## config.mk

```make
export PLATFORM = sky130hd
export DESIGN_NAME = ps2_keyboard_decoder
export DESIGN_NICKNAME = d
export VERILOG_FILES = /design/src/rtl/ps2_pkg.sv /design/src/rtl/ps2_line_sync.sv /design/src/rtl/ps2_keyboard_decoder.sv
export SDC_FILE = /design/constraint.sdc
export NUM_CORES = 1
export LEC_CHECK = 0
export CORE_MARGIN = 2
export CORE_UTILIZATION = 61
export DETAILED_ROUTE_END_ITERATION = 8
export GPL_TIMING_DRIVEN = 1
export HOLD_SLACK_MARGIN = 0.05
export PLACE_DENSITY = 0.8
export REMOVE_ABC_BUFFERS = 1
export SLEW_MARGIN = 20
export SYNTH_ARGS = -nofsm -noshare
export SYNTH_HDL_FRONTEND = slang
export SYNTH_HIERARCHICAL = 1
export SYNTH_SLANG_ARGS = --single-unit
```

## constraint.sdc

```tcl
create_clock -name clk -period 3.24 [get_ports clk]
set_input_delay 0.648 -clock clk [delete_from_list [all_inputs] [get_ports clk]]
set_output_delay 0.648 -clock clk [all_outputs]
set_load 0.01 [all_outputs]
```

## src/rtl/ps2_pkg.sv

```systemverilog
// ps2_pkg: shared FSM states, framing constants and the scan-set-2 to ASCII table
package ps2_pkg;
  typedef enum logic [1:0] {IDLE, RECV, CHECK} state_t;
  localparam logic [7:0] BREAK_CODE = 8'hF0;
  localparam logic [7:0] EXTEND_CODE = 8'hE0;
  localparam int FRAME_LEN = 11;
  // returns {valid, ascii}; valid=0 for anything outside A-Z, 0-9 and space
  function automatic logic [8:0] scan_to_ascii(input logic [7:0] code);
    logic [7:0] a;
    a = 8'h00;
    case (code)
      8'h1C: a = "A"; 8'h32: a = "B"; 8'h21: a = "C"; 8'h23: a = "D";
      8'h24: a = "E"; 8'h2B: a = "F"; 8'h34: a = "G"; 8'h33: a = "H";
      8'h43: a = "I"; 8'h3B: a = "J"; 8'h42: a = "K"; 8'h4B: a = "L";
      8'h3A: a = "M"; 8'h31: a = "N"; 8'h44: a = "O"; 8'h4D: a = "P";
      8'h15: a = "Q"; 8'h2D: a = "R"; 8'h1B: a = "S"; 8'h2C: a = "T";
      8'h3C: a = "U"; 8'h2A: a = "V"; 8'h1D: a = "W"; 8'h22: a = "X";
      8'h35: a = "Y"; 8'h1A: a = "Z";
      8'h45: a = "0"; 8'h16: a = "1"; 8'h1E: a = "2"; 8'h26: a = "3";
      8'h25: a = "4"; 8'h2E: a = "5"; 8'h36: a = "6"; 8'h3D: a = "7";
      8'h3E: a = "8"; 8'h46: a = "9";
      8'h29: a = " ";
      default: a = 8'h00;
    endcase
    return {a != 8'h00, a};
  endfunction
endpackage

```

## src/rtl/ps2_line_sync.sv

```systemverilog
// ps2_line_sync: 2-flop synchronizers, ps2_clk glitch filter and filtered falling-edge detect
module ps2_line_sync #(
  parameter int FILTER_LEN = 4
) (
  input  logic clk,
  input  logic reset,
  input  logic ps2_clk,
  input  logic ps2_data,
  output logic ps2_fall,
  output logic ps2_data_s
);
  localparam int CW = $clog2(FILTER_LEN + 1);
  logic [1:0] clk_sync, data_sync;
  logic filt;
  logic [CW-1:0] cnt;
  // a new level is accepted only after FILTER_LEN consecutive samples disagree with the current one
  always_ff @(posedge clk) begin
    if (reset) begin
      clk_sync <= 2'b11;
      data_sync <= 2'b11;
      filt <= 1'b1;
      cnt <= '0;
      ps2_fall <= 1'b0;
      ps2_data_s <= 1'b1;
    end else begin
      clk_sync <= {clk_sync[0], ps2_clk};
      data_sync <= {data_sync[0], ps2_data};
      ps2_data_s <= data_sync[1];
      ps2_fall <= 1'b0;
      if (clk_sync[1] == filt) cnt <= '0;
      else if (cnt == CW'(FILTER_LEN - 1)) begin
        filt <= clk_sync[1];
        cnt <= '0;
        ps2_fall <= filt;
      end else cnt <= cnt + 1'b1;
    end
  end
endmodule

```

## src/rtl/ps2_keyboard_decoder.sv

```systemverilog
// ps2_keyboard_decoder: PS/2 frame receiver and make-code to ASCII decoder.
// Define PS2_PARITY_CHECK_EN to reject frames with bad odd parity.
module ps2_keyboard_decoder
  import ps2_pkg::*;
#(
  parameter int FILTER_LEN = 4,
  parameter int TIMEOUT_CYCLES = 50000
) (
  input  logic       clk,
  input  logic       reset,
  input  logic       ps2_clk,
  input  logic       ps2_data,
  output logic [7:0] ascii_out,
  output logic       kybrd_data_ready,
  output logic       frame_error
);
  localparam int TW = $clog2(TIMEOUT_CYCLES + 1);
  logic fall, data_s, brk, ext, frame_ok;
  state_t state;
  logic [3:0] bit_cnt;
  logic [9:0] shreg;
  logic [TW-1:0] tcnt;
  logic [8:0] map;
  ps2_line_sync #(.FILTER_LEN(FILTER_LEN)) u_sync (
    .clk(clk), .reset(reset), .ps2_clk(ps2_clk), .ps2_data(ps2_data),
    .ps2_fall(fall), .ps2_data_s(data_s)
  );
  assign map = scan_to_ascii(shreg[7:0]);
`ifdef PS2_PARITY_CHECK_EN
  assign frame_ok = shreg[9] & ^shreg[8:0];
`else
  assign frame_ok = shreg[9];
`endif
  // shreg collects data[7:0], parity, stop; the start bit is consumed in IDLE
  always_ff @(posedge clk) begin
    if (reset) begin
      state <= IDLE;
      bit_cnt <= '0;
      shreg <= '0;
      tcnt <= '0;
      brk <= 1'b0;
      ext <= 1'b0;
      ascii_out <= 8'h00;
      kybrd_data_ready <= 1'b0;
      frame_error <= 1'b0;
    end else begin
      kybrd_data_ready <= 1'b0;
      frame_error <= 1'b0;
      case (state)
        IDLE: if (fall && !data_s) begin
          state <= RECV;
          bit_cnt <= 4'd1;
          tcnt <= '0;
        end
        RECV: if (fall) begin
          shreg <= {data_s, shreg[9:1]};
          bit_cnt <= bit_cnt + 4'd1;
          tcnt <= '0;
          if (bit_cnt == 4'(FRAME_LEN - 1)) state <= CHECK;
        end else if (tcnt == TW'(TIMEOUT_CYCLES - 1)) begin
          state <= IDLE;
          frame_error <= 1'b1;
        end else tcnt <= tcnt + 1'b1;
        CHECK: begin
          state <= IDLE;
          if (!frame_ok) frame_error <= 1'b1;
          else if (shreg[7:0] == BREAK_CODE) brk <= 1'b1;
          else if (shreg[7:0] == EXTEND_CODE) ext <= 1'b1;
          else if (brk || ext) begin
            brk <= 1'b0;
            ext <= 1'b0;
          end else if (map[8]) begin
            ascii_out <= map[7:0];
            kybrd_data_ready <= 1'b1;
          end
        end
        default: state <= IDLE;
      endcase
    end
  end
endmodule
```

==> results.py, run 1 <==
metrics = {
    "outcome": {
        "status": "finished, final reports clean",
    },
    "timing": {
        "relSlewSlack_pct": 50.86,
        "final-setup-viol-count": 0,
        "clock_skew_ps": 8.513,
        "final_hold_viol_count": 0,
        "fin_crit_ps": 2724,
        "finalSetupTns_ps": 0,
        "worstMarginPinSlew_ps": 729.1,
        "fmax_mhz": 367.1,
        "grt_setup_unrepaired": "false",
        "hold-worst-slack_ps": 418.0,
        "finalCritPeriodShare_pct": 84.08,
        "maxSlewViolCount": 0,
    },
    "setup_path": {
        "r2r-start": "state[1]",
        "required_ps": 3440,
        "path_max_fanout": 11,
        "arrival_ps": 2920,
        "cp-end-kind": "register",
        "r2r_cells": 10,
        "r2r_slack_ps": 520,
        "start_kind": "register",
        "critPathKind": "register to register",
    },
    "global_route": {
        "grt_pass1_vias": 3016,
        "track_usage_pct": 28.51,
        "grt_max_degree": 36,
        "grt_pass1_wl_um": 14630,
        "grt-ovfl-total": 0,
        "antenna_found_initial": 0,
    },
    "drt": {
        "wl_um": 9107,
        "dr.first_iter.drc_count": 323,
        "via_per_inst": 6.541,
        "dr_total_vias": 3460,
        "drc": 0,
        "drt_first_pass_iters": 5,
        "final_antenna_net_count": 0,
        "wl_per_cell_um": 17.22,
    },
    "power_and_ir_drop": {
        "power_frac_seq_pct": 50.9,
        "finalPower_mw": 1.472,
        "p_int_mw": 1.141,
        "combPwrFrac_pct": 5.4,
        "leakagePower_nw": 1.429,
        "power_frac_clock_pct": 43.7,
        "net-switching-power_mw": 0.3308,
        "power_density_mw_per_mm2": 368.0,
        "swShare_pct": 22.48,
        "ir_worst_vdd_mv": 0.2957,
    },
    "clock_network": {
        "worstSkewPairLatency_ps": 340,
        "path_clk_slew_ps": 60,
        "cts.path.max_buffers": 2,
        "cts_resized": 0,
        "cts_setup_buffers": 0,
        "cts_hold_buf": 0,
        "cts_num_sinks": 60,
        "cts_max_level": 3,
        "cts_root_buf": "clkbuf_8",
        "cts_tree": "built",
        "cts_buffers": 9,
    },
    "placed_design": {
        "dp_hpwl_um": 6613,
        "portBuffers": 12,
        "placedInstanceArea_mm2": 0.003815,
        "gp_congestion": 0.9972,
        "dpl.cell_count": 514,
    },
    "logic_synthesis": {
        "synth_top_area_share_pct": 32.53,
        "ys_types": 80,
        "synth_area_per_cell_um2": 8.316,
        "synth_flop_cell": "dfxtp_1",
        "synth.cell_area_mm2": 0.003692,
        "synth_edf_count": 0,
        "yosys_register_bits": 60,
        "seq_area_frac_synth_pct": 32.53,
        "synth_cells": 444,
        "synth_async_sr_flop_share_pct": 0,
        "yosysTopAreaCell": "dfxtp_1",
        "yosysWarnings": 6,
        "synth.area.top_cells": "dfxtp_1 33%, ha_1 4.7%, nand2_1 4.3%, a21oi_1 4.1%, nor2_1 2.8%",
    },
    "worst_hold_path": {
        "hp-class": "register to register",
        "min_from": "u_sync/data_sync[1]",
        "holdPathEnd": "u_sync/ps2_data_s",
        "whs_path_depth": 1,
    },
    "finish": {
        "syn2layout_area_growth_pct": 8.302,
        "drive_above_1_share_pct": 11.45,
        "design_area_mm2": 0.003999,
        "diodes": 0,
        "final_cells": 529,
        "fin_nets": 468,
        "fill_cells": 489,
    },
    "job": {
        "maxCapViolations": 0,
    },
    "floorplan": {
        "core_area_mm2": 0.005886,
        "die_h_um": 81.80,
        "die_area_mm2": 0.006691,
        "start_util_pct": 62.73,
        "rows": 28,
        "die_w_um": 81.80,
        "io_pins": 14,
    },
}
## stage by stage
stage,util [%],worst slack [ps]
floorplan,-,438.4
global placement,64.82,540.3
detailed placement,64.82,552.3
CTS,67.94,497.1
global route,67.94,304.6
finish,67.94,515.9
## Yosys cell counts, drive strengths merged, types with 3 or more instances
library cell	n
o22ai	3
xor2	5
o211ai	9
buf	19
xnor2	3
nor3	6
a2111oi	5
nand2	42
ha	14
and3	6
o31ai	4
o21ai	20
a31oi	8
nor2b	7
a21o	6
a2bb2oi	3
clkbuf	9
nor4	3
and2	3
a211o	3
or2	5
dfxtp	60
mux2i	5
nand3b	7
o311ai	3
o2111ai	3
nand4	3
o32ai	4
a22oi	3
a21boi	8
nor2	28
nand3	19
or3	7
a311oi	3
a21bo	7
a211oi	4
o221ai	4
nand2b	4
a21oi	30
inv	24
## final cells by class
cell class	count	area, um2	share of cell area, %
flip-flops and latches	60	1201	30.04
inverters	26	100.1	2.503
clock buffers	13	148.9	3.723
repair buffers	23	197.7	4.944
well taps	75	93.84	2.347
multi-input cells	330	2222	55.57
clock inverters	2	35.03	0.8761
## power by group through the flow
stage / Sequential, mW / Combinational [mW] / Clock (mW)
after detailed placement: 0.765 / 0.0776 / 0
after floorplan: 0.763 / 0.0461 / 0
after global routing: 0.749 / 0.0871 / 0.680
after global placement: 0.765 / 0.0765 / 0
after CTS: 0.749 / 0.0781 / 0.659
final: 0.749 / 0.0797 / 0.643
## cell families after synthesis
logic type	after synthesis	share of synthesized area, %
adder cells (fa/ha/maj)	14	4.744
buffers and inverters	54	7.285
AND/OR/NAND/NOR	155	22.91
flip-flops	60	32.53
AO/OA/AOI/OAI	146	28.87
multiplexers	6	1.660
other	1	0.1016
XOR/XNOR	8	1.898
## worst max path at each step
stage,end,slack (ps),start
after floorplan,register,440,state[1]
after global placement,register,540,state[1]
after detailed placement,register,550,state[1]
after CTS,register,500,state[1]
after global routing,register,300,state[1]
final,register,520,state[1]
## worst max-delay path: stages, from the launching register on
cell,delay (ps)
dfxtp_1,350
inv_1,70
ha_1,300
a21bo_2,270
a21oi_1,190
inv_1,110
ha_1,420
a311oi_1,260
o22ai_1,160
a221oi_1,320
o221ai_1,140
## routing by layer
metal | track usage (%) | part of all wire, % | routed length, um
met1 | 39.50 | 45 | 4111
met2 | 44.15 | 45 | 4073
met3 | 5.275 | 8.2 | 746
met4 | 10.33 | 1.9 | 175
met5 | 0 | 0 | 0
## layout by cell type (no fill, tap or decap), types with 6 or more instances in the layout
master	netlist	routed
nor3_1	6	6
nor2_1	28	28
nand3b_1	7	7
a21oi_1	30	30
a21o_1	6	6
ha_1	14	14
o211ai_1	9	9
a31oi_1	8	8
dfxtp_1	60	60
nor2b_1	7	7
or3_1	7	7
clkbuf_8	0	10
o21ai_0	17	17
nand2_1	42	42
a21bo_2	7	7
inv_1	23	23
and3_1	6	6
clkdlybuf4s50_1	0	11
buf_4	4	11
nand3_1	19	19
(Power assumes the default switching activity.)
==> run 2: changes to the inputs <==
==> constraint.sdc (replaced) <==
create_clock -name clk -period 2.8 [get_ports clk]
set_input_delay 0.56 -clock clk [delete_from_list [all_inputs] [get_ports clk]]
set_output_delay 0.56 -clock clk [all_outputs]
set_load 0.01 [all_outputs]
==> results.py, run 2 (synthesis results as in run 1) <==
metrics = {
    "floorplan": {
        "die_area_mm2": 0.006691,
        "die_h_um": 81.80,
        "die_w_um": 81.80,
        "io_pins": 14,
        "start_util_pct": 62.73,
        "core_area_mm2": 0.005886,
        "rows": 28,
    },
    "finish": {
        "final_common_cell": "dfxtp_1",
        "fill_cells": 491,
        "design_area_mm2": 0.004111,
        "fin_nets": 480,
        "layout_common_cells": "60 x dfxtp_1, 42 x nand2_1, 29 x a21oi_1",
        "syn2layout_area_growth_pct": 11.35,
        "multi_input_comb_area_mm2": 0.002228,
        "regArea_mm2": 0.001201,
        "diodes": 0,
        "drive_above_1_share_pct": 14.81,
    },
    "power_and_ir_drop": {
        "leakagePower_nw": 1.499,
        "ir_worst_vdd_mv": 0.4279,
        "power_density_mw_per_mm2": 430.3,
    },
    "global_route": {
        "grt_pass1_vias": 3208,
        "grt-ovfl-total": 0,
        "grt_max_degree": 38,
        "grt_pass1_wl_um": 15580,
        "antenna_found_initial": 0,
        "track_usage_pct": 30.21,
    },
    "setup_path": {
        "r2r_cells": 9,
        "cp_num_cells": 9,
        "cp_top_family": "compound AO/OA/AOI/OAI gates",
        "critPathKind": "register to register",
        "path_max_fanout": 16,
        "start_kind": "register",
        "cpPeakStageDelay_ps": 450,
        "cp_slowest_cell": "a21boi_1",
        "required_ps": 2980,
        "crit_buf_inv": 3,
        "cp-end-kind": "register",
        "cp_cell_sequence": "inv_1, ha_1, buf_4, a21boi_1, o21ai_4, inv_4, o32ai_1, o31ai_1, o221ai_1",
        "arrival_ps": 2790,
    },
    "clock_network": {
        "cts.path.max_buffers": 2,
        "cts_hold_buf": 0,
        "worstSkewPairLatency_ps": 340,
        "cts_buffers": 9,
        "cts_num_sinks": 60,
        "path_clk_slew_ps": 70,
        "cts_tree": "built",
        "cts_max_level": 3,
        "cts_root_buf": "clkbuf_8",
    },
    "drt": {
        "final_antenna_net_count": 0,
        "dr.first_iter.drc_count": 379,
        "wl_per_cell_um": 17.61,
        "wl_um": 9527,
        "via_per_inst": 6.628,
        "dr_total_vias": 3586,
        "drt_first_pass_iters": 6,
        "drc": 0,
    },
    "placed_design": {
        "portBuffers": 12,
        "dp_hpwl_um": 6774,
        "placedInstanceArea_mm2": 0.003905,
        "gp_congestion": 1.080,
    },
    "timing": {
        "final_hold_viol_count": 0,
        "finalSetupTns_ps": 0,
        "maxSlewViolCount": 0,
        "hold-worst-slack_ps": 416.6,
        "worstMarginPinSlew_ps": 717.4,
        "fmax_mhz": 383.0,
        "finalCritPeriodShare_pct": 93.25,
        "relSlewSlack_pct": 51.65,
        "final-setup-viol-count": 0,
        "clock_skew_ps": 10.64,
        "fin_crit_ps": 2611,
        "grt_setup_unrepaired": "false",
    },
    "worst_hold_path": {
        "hp-class": "register to register",
        "whs_path_depth": 1,
    },
    "outcome": {
        "status": "finished, final reports clean",
    },
    "job": {
        "maxCapViolations": 0,
    },
}
## run 2: final timing paths
check | startpoint | to | slack (ps)
worst max-delay path | state[1] | register | 190
worst min-delay path | u_sync/data_sync[0] | u_sync/data_sync[1] | 420
worst max register to register | state[1] | register | 190
worst min register to register | u_sync/data_sync[0] | u_sync/data_sync[1] | 420
## run 2: cell type report
class,count,share of cell area (%)
Timing Repair Buffer,35,6.999
Sequential cell,60,29.21
Tap cell,75,2.282
Inverter,26,2.435
Clock inverter,4,1.187
Multi-Input combinational cell,330,54.20
Clock buffer,11,3.682
## run 2: stage by stage
stage | utilization (%) | worst slack, ps | instances | power, mW
6_report | 69.86 | 188.9 | 541 | 1.769
5_1_grt | 69.86 | 67.98 | 541 | 1.821
4_1_cts | 69.75 | 130.0 | 541 | 1.777
3_5_place_dp | 66.35 | 151.5 | 526 | 0.9843
3_3_place_gp | 66.35 | 219.4 | 526 | 0.9796
2_1_floorplan | - | -1.597 | 416 | 0.9367
## run 2: report_power, final
part	internal, mW	switching, mW	leakage, nW	total [mW]
logic	0.0364	0.0646	0.910	0.101
clock network	0.453	0.349	0.105	0.802
registers	0.860	0.00552	0.484	0.866
## run 2: layer usage
metal	wire, um	up-vias	track usage (%)
met5	0	-	0
met1	4302	1661	42.43
met4	301	0	8.667
met3	812	44	7.473
li1	-	1682	-
met2	4110	199	45.85
## run 2: timing repair
item / in CTS / in global routing
setup buffers: 0 / 0
setup endpoints to repair: 0 / 2
gates resized for setup: 0 / 2
hold endpoints to repair: 0 / 0
==> run 3: changes to the inputs <==
--- a/config.mk
+++ b/config.mk
@@ -8,10 +8,10 @@
 export CORE_MARGIN = 2
 export CORE_UTILIZATION = 61
 export DETAILED_ROUTE_END_ITERATION = 8
-export GPL_TIMING_DRIVEN = 1
 export HOLD_SLACK_MARGIN = 0.05
 export PLACE_DENSITY = 0.8
 export REMOVE_ABC_BUFFERS = 1
+export SETUP_SLACK_MARGIN = 0.3
 export SLEW_MARGIN = 20
 export SYNTH_ARGS = -nofsm -noshare
 export SYNTH_HDL_FRONTEND = slang
==> results.py, run 3 (synthesis results as in run 1) <==
metrics = {
    "drt": {
        "wl_um": 9656,
        "dr_total_vias": 3574,
        "final_antenna_net_count": 0,
        "dr.first_iter.drc_count": 359,
        "via_per_inst": 6.558,
        "drc": 0,
        "drt_first_pass_iters": 7,
        "wl_per_cell_um": 17.72,
    },
    "floorplan": {
        "core_area_mm2": 0.005886,
        "die_w_um": 81.80,
        "die_area_mm2": 0.006691,
        "die_h_um": 81.80,
        "start_util_pct": 62.73,
        "io_pins": 14,
        "rows": 28,
    },
    "global_route": {
        "antenna_found_initial": 0,
        "grt_pass1_vias": 3245,
        "grt_pass1_wl_um": 15480,
        "grt-ovfl-total": 0,
        "track_usage_pct": 30.03,
        "grt_max_degree": 38,
    },
    "finish": {
        "syn2layout_area_growth_pct": 13.39,
        "layout_common_cells": "60 x dfxtp_1, 42 x nand2_1, 28 x nor2_1, 28 x a21oi_1, 27 x buf_4",
        "design_area_mm2": 0.004187,
        "final_cells": 545,
        "drive_above_1_share_pct": 17.45,
        "fin_nets": 484,
        "diodes": 0,
        "final_common_cell": "dfxtp_1",
    },
    "timing": {
        "grt_setup_unrepaired": "true",
        "maxSlewViolCount": 0,
        "final_hold_viol_count": 0,
        "fin_crit_ps": 2474,
        "final-setup-viol-count": 0,
        "finalCritPeriodShare_pct": 88.37,
        "fmax_mhz": 404.2,
        "worstMarginPinSlew_ps": 740.3,
        "postLayoutSetupSlackWorst_ps": 325.7,
        "relSlewSlack_pct": 50.11,
        "clock_skew_ps": 10.50,
    },
    "setup_path": {
        "cp-end-kind": "register",
        "arrival_ps": 2690,
        "critPathKind": "register to register",
        "required_ps": 3010,
        "cp_slowest_cell": "dfxtp_1",
        "cpPeakStageDelay_ps": 360,
        "path_max_fanout": 16,
        "cp_cell_sequence": "inv_1, ha_2, buf_4, and3_1, o21ai_4, inv_4, o32ai_1, o31ai_1, o221ai_1",
        "start_kind": "register",
        "r2r_cells": 9,
    },
    "power_and_ir_drop": {
        "finalPower_mw": 1.770,
        "ir_worst_vdd_mv": 0.4749,
        "leakagePower_nw": 1.518,
        "power_density_mw_per_mm2": 422.8,
    },
    "placed_design": {
        "dp_hpwl_um": 6774,
        "gp_congestion": 1.080,
        "pre_cts_ws_ps": 151.5,
        "placedInstanceArea_mm2": 0.003905,
        "portBuffers": 12,
        "dpl.cell_count": 526,
    },
    "worst_hold_path": {
        "whs_path_depth": 1,
        "hp-class": "register to register",
    },
    "outcome": {
        "status": "finished, final reports clean",
    },
    "clock_network": {
        "cts_root_buf": "clkbuf_8",
        "cts_hold_buf": 0,
        "cts_num_sinks": 60,
        "cts.path.max_buffers": 2,
        "path_clk_slew_ps": 70,
        "cts_buffers": 9,
        "cts_max_level": 3,
        "cts_tree": "built",
        "worstSkewPairLatency_ps": 340,
    },
    "job": {
        "maxCapViolations": 0,
    },
}
run 3: report_power, final:
group | internal, mW | switching [mW]
Sequential | 0.860 | 0.00571
Combinational | 0.0370 | 0.0658
Clock | 0.453 | 0.348
Total | 1.35 | 0.420
run 3: final timing paths:
check / from / endpoint / slack (ps)
worst max-delay path: state[1] / register / 330
worst min-delay path: u_sync/data_sync[0] / u_sync/data_sync[1] / 420
worst max register to register: state[1] / register / 330
worst min register to register: u_sync/data_sync[0] / u_sync/data_sync[1] / 420
run 3: per-layer routing:
| layer | up-vias | part of all wire [%] | track usage, % |
|---|---|---|---|
| li1 | 1695 | - | - |
| met1 | 1649 | 45 | 41.48 |
| met2 | 187 | 44 | 45.61 |
| met3 | 43 | 8.6 | 7.473 |
| met4 | 0 | 3.2 | 10.17 |
| met5 | - | 0 | 0 |
run 3: metrics by stage:
stage,util (%),TNS [ps],hold slack (ps)
2_1_floorplan,-,-1.597,389.5
3_3_place_gp,66.35,0,396.8
3_5_place_dp,66.35,0,399.8
4_1_cts,69.90,0,420.2
5_1_grt,71.13,0,444.7
6_report,71.13,0,416.7
run 3: final cells by class:
cell class	count	area [um2]
sequential	60	1201
inverter	26	100.1
timing repair buffer	39	317.8
fill	469	1699
clock buffer	11	151.4
multi-input combinational	330	2273
clock inverter	4	48.80
tap	75	93.84
run 3: critical path: cells and delay by family (launching register included):
family	cells	cell delay, ps
buffers and inverters	3	440
adder cells (fa/ha/maj)	1	220
flip-flops	1	360
AND/OR/NAND/NOR	1	270
AO/OA/AOI/OAI	4	1060
run 3: repair_timing:
item                                    in CTS  in global routing
endpoints found under the hold margin        0                  0
setup buffers                                0                  4
resized for setup                            3                 12
pin swaps                                    0                  4
endpoints found under the setup margin       4                  8
